`config.mk`:
```
export PLATFORM = sky130hd
export DESIGN_NAME = comparator_seq
export DESIGN_NICKNAME = d
export VERILOG_FILES = /design/src/rtl/comparator_seq.sv
export SDC_FILE = /design/constraint.sdc
export NUM_CORES = 1
export LEC_CHECK = 0
export ABC_AREA = 0
export CORE_MARGIN = 8
export CORE_UTILIZATION = 45
export CTS_BUF_LIST = sky130_fd_sc_hd__clkbuf_4 sky130_fd_sc_hd__clkbuf_8
export CTS_CLUSTER_SIZE = 28
export DETAILED_ROUTE_END_ITERATION = 7
export PLACE_DENSITY = 0.71
export SYNTH_ARGS = -nofsm -noshare
export SYNTH_HDL_FRONTEND = slang
export SYNTH_SLANG_ARGS = --single-unit
```
`constraint.sdc`:
```
create_clock -name clk -period 2.05 [get_ports clk]
set_input_delay 0.205 -clock clk [delete_from_list [all_inputs] [get_ports clk]]
set_output_delay 0.205 -clock clk [all_outputs]
set_load 0.01 [all_outputs]
```
`src/rtl/comparator_seq.sv`:
```
// Serial magnitude comparator: one 2-bit slice walks a WIDTH-bit operand pair MSB digit first.
// Optional build macro CMP_EARLY_EXIT_EN finishes on the first differing digit.
module comparator_seq #(
  parameter int WIDTH = 8
) (
  input  logic             clk,
  input  logic             rst,
  input  logic             start,
  input  logic [WIDTH-1:0] A,
  input  logic [WIDTH-1:0] B,
  output logic             busy,
  output logic             done,
  output logic [5:0]       Y
);

  localparam int N     = WIDTH / 2;
  localparam int IDX_W = (N > 1) ? $clog2(N) : 1;

  typedef enum logic [1:0] {IDLE, RUN, DONE} state_t;
  typedef enum logic [1:0] {DEC_EQ, DEC_GT, DEC_LT} dec_t;

  state_t           state;
  dec_t             dec;
  dec_t             dec_nxt;
  logic [IDX_W-1:0] idx;
  logic [WIDTH-1:0] a_q;
  logic [WIDTH-1:0] b_q;
  logic             finish;

  function automatic logic [5:0] flags(input dec_t d);
    case (d)
      DEC_GT:  flags = 6'b011010;
      DEC_LT:  flags = 6'b010101;
      default: flags = 6'b100011;
    endcase
  endfunction

  // The first differing digit decides; later digits cannot override it.
  function automatic dec_t resolve(input dec_t d, input logic [1:0] a_dig, input logic [1:0] b_dig);
    if (d != DEC_EQ || a_dig == b_dig) resolve = d;
    else if (a_dig > b_dig)            resolve = DEC_GT;
    else                               resolve = DEC_LT;
  endfunction

  // Operands shift left each RUN cycle, so the current digit is always the top slice.
  always_comb begin
    dec_nxt = resolve(dec, a_q[WIDTH-1 -: 2], b_q[WIDTH-1 -: 2]);
`ifdef CMP_EARLY_EXIT_EN
    finish  = (idx == '0) || (dec == DEC_EQ && dec_nxt != DEC_EQ);
`else
    finish  = (idx == '0);
`endif
  end

  always_ff @(posedge clk) begin
    if (rst) begin
      state <= IDLE;
      busy  <= 1'b0;
      done  <= 1'b0;
      Y     <= 6'b000000;
      dec   <= DEC_EQ;
      idx   <= '0;
      a_q   <= '0;
      b_q   <= '0;
    end else begin
      case (state)
        IDLE, DONE: begin
          done <= 1'b0;
          if (start) begin
            a_q   <= A;
            b_q   <= B;
            idx   <= IDX_W'(N - 1);
            dec   <= DEC_EQ;
            busy  <= 1'b1;
            state <= RUN;
          end else begin
            state <= IDLE;
          end
        end
        RUN: begin
          dec <= dec_nxt;
          a_q <= a_q << 2;
          b_q <= b_q << 2;
          if (finish) begin
            busy  <= 1'b0;
            done  <= 1'b1;
            Y     <= flags(dec_nxt);
            state <= DONE;
          end else begin
            idx <= idx - 1'b1;
          end
        end
        default: begin
          busy  <= 1'b0;
          done  <= 1'b0;
          state <= IDLE;
        end
      endcase
    end
  end

endmodule

```
==> impl_metrics.py <==
metrics = {
    "die": {
        "coreArea_mm2": 0.00298,
        "die-area_mm2": 0.00508,
        "ioPinCount": 27,
        "die_w_um": 71.3,
        "die_height_um": 71.3,
        "row_count": 20,
        "start_util_pct": 46.2,
    },
    "clock_tree": {
        "cts_inserted_buffers": 5,
        "post_cts_buffers": 0,
        "clock-sinks": 30,
        "cts-root-buf": "clkbuf_4",
        "clkSlewWorstSetupHoldPaths_ns": 0.10,
        "max-clock-path-buffers": 2,
        "clk-insertion-delay-late_ns": 0.33,
        "htreeDepth": 2,
        "cts_tree": "yes",
    },
    "sta": {
        "tightest_slew_ns": 0.548,
        "hold_viol": 0,
        "maxSlewHeadroom_pct": 63.5,
        "finalMaxSlewViolations": 0,
        "period_needed_ns": 1.94,
        "rsz0062_at_grt": "false",
        "finalSetupViolCount": 0,
        "period_share_pct": 94.6,
        "max_freq_mhz": 516,
        "finClkSkew_ns": 0.00874,
        "fin_setup_tns_ns": 0,
    },
    "routing": {
        "ant_nets": 0,
        "routed_wirelength_um": 2890,
        "vias": 1137,
        "drt-wirelength-per-cell_um": 13.2,
        "drt-initial-drc-count": 64,
        "vias_per_cell": 5.19,
        "route.detailed.drc": 0,
        "dr.pass1.iters": 4,
    },
    "synth": {
        "synth_area_mm2": 0.00138,
        "yosys-top-cells-count": "32 x nand2_1, 30 x dfxtp_1, 20 x nor2_1",
        "syn_nets": 187,
        "synth_enable_flop_cells": 0,
        "yosys.area.top_type": "dfxtp_1",
        "yosysMostFrequentCell": "nand2_1",
        "synth_ff_type": "dfxtp_1",
        "synth_warnings": 0,
        "synthDistinctLibCells": 27,
        "ys_ff_latch": 30,
        "synth-seq-area-share_pct": 43.6,
        "syn_avg_cell_area_um2": 8.55,
        "synth_top_area_share_pct": 43.6,
        "postSynthCellCount": 161,
        "synth.area.top_cells": "dfxtp_1 44%, a311oi_1 8.9%, nand2_1 8.7%, ha_1 6.4%, nor2_1 5.5%",
        "synth-async-reset-ratio_pct": 0,
    },
    "cells_and_area": {
        "area_delta_synth_final_pct": 22.7,
        "nFillCells": 281,
        "fin_cells": 219,
        "drive_above_1_share_pct": 9.14,
        "n_antenna_cell": 0,
        "finalNetCount": 211,
        "postLayoutCoreUtil_pct": 56.7,
        "fin_area_mm2": 0.00169,
    },
    "setup_path": {
        "end_kind": "flop",
        "critPathSlowestCell": "dfxtp_2",
        "crit_fanout": 3,
        "startpoint_type": "flop",
        "worstPathArrival_ns": 2.15,
        "worstSetupPathType": "reg -> reg",
        "crit_chain": "inv_1 > ha_1 > nand2b_4 > a211o_1 > and2_1 > ha_1 > inv_1 > mux2i_1 > nor2_1",
        "crit_buf_inv": 2,
        "worst_path_largest_cell_delay_ns": 0.34,
        "worstPathRequired_ns": 2.26,
        "crit_family": "adder cells",
    },
    "pwr": {
        "switchingPower_w": 0.000406,
        "power_frac_comb_pct": 23.6,
        "p_clk_share_pct": 27.6,
        "p_leak_nw": 0.663,
        "power_frac_seq_pct": 48.7,
        "swShare_pct": 29.9,
        "vdd_ir_drop_max_mv": 0.620,
        "intPower_w": 0.000952,
        "power-per-cell-area_mw_per_mm2": 804,
    },
    "placement": {
        "place_congestion": 0.733,
        "dpl.cell_count": 211,
        "dp_hpwl_um": 2070,
        "placed_area_mm2": 0.00162,
        "portBuffers": 26,
    },
    "run": {
        "max_cap_violations": 0,
    },
    "outcome": {
        "run_status": "complete, no violations",
    },
    "global_route": {
        "grt_use_total_pct": 12.4,
        "grt_pass1_vias": 1118,
        "grt_pass1_wl_um": 5020,
        "grt_max_degree": 31,
        "antenna_found_initial": 0,
        "overflow": 0,
    },
    "hold_path": {
        "hp-class": "in -> reg",
    },
}
## metal layers
layer  track usage [%]  wire [um]
met5                 0          0
met2              20.0       1370
met3              5.16        121
met1              13.5       1340
met4              6.24         61
## worst paths after layout
kind         startpoint      to  slack (ns)  cells after the start
max reg2reg      a_q[6]    Y[4]        0.11                      9
max              a_q[6]    Y[4]        0.11                      9
min                B[1]  b_q[1]        0.42                      3
min reg2reg        Y[2]    Y[2]        0.46                      2
## worst min-delay path, stage by stage
cell,delay [ns]
clkdlybuf4s50_1,0.39
nand2_1,0.05
a21oi_1,0.05
## cell type report
type / count / area [um^2] / share of cell area [%]
Clock buffer: 6 / 51.3 / 3.04
Clock inverter: 2 / 12.5 / 0.741
Inverter: 7 / 26.3 / 1.56
Multi-Input combinational cell: 112 / 673 / 39.9
Sequential cell: 30 / 602 / 35.6
Tap cell: 33 / 41.3 / 2.44
Timing Repair Buffer: 29 / 283 / 16.7
## kinds of logic after synthesis
| kind of cell | Yosys count | synth area share, % |
|---|---|---|
| buffers and inverters | 19 | 7.45 |
| AOI/OAI and AO/OA | 31 | 17.2 |
| and+or+nand+nor | 72 | 23.9 |
| adders and majority gates | 7 | 6.36 |
| DFF | 30 | 43.6 |
| muxes | 2 | 1.45 |
## power groups by stage
stage	clock network (W)	logic, W	registers, W
finish	0.000375	0.000321	0.000662
global route	0.000418	0.000367	0.000669
CTS	0.000392	0.000324	0.000663
detailed placement	0	0.000322	0.000676
global placement	0	0.000313	0.000674
floorplan	0	0.000225	0.000676
## cell usage in the layout, fill, tap and decap left out, types with 2 or more instances in the layout
master	n
a21oi_1	10
nand3_1	6
and2_1	2
dfxtp_1	29
nand2b_1	2
nand2_1	32
a311oi_1	14
nor3_1	3
nor2_1	20
ha_1	7
a211oi_1	2
mux2i_1	2
a2111oi_2	2
clkbuf_4	5
inv_1	7
buf_4	3
clkdlybuf4s50_1	26
## repair_timing
| action | CTS | global route |
|---|---|---|
| endpoints found under the setup margin | 0 | 1 |
| hold buffers | 0 | 0 |
| gates resized for setup | 0 | 2 |
| hold endpoints to repair | 0 | 0 |
## metrics by stage
step           setup slack [ns]  power, W  hold WS (ns)
2_1_floorplan             0.212  0.000900         0.341
3_3_place_gp              0.164  0.000986         0.444
3_5_place_dp              0.114  0.000998         0.454
4_1_cts                  0.0973   0.00138         0.399
5_1_grt                  0.0107   0.00145         0.428
6_report                  0.111   0.00136         0.416
## state kept, by name (all words and copies together) (netlist names)
register	count
b_q	8
state	2
dec	2
Y	6
a_q	8
idx	2
done	1
busy	1
(Power assumes the default switching activity.)
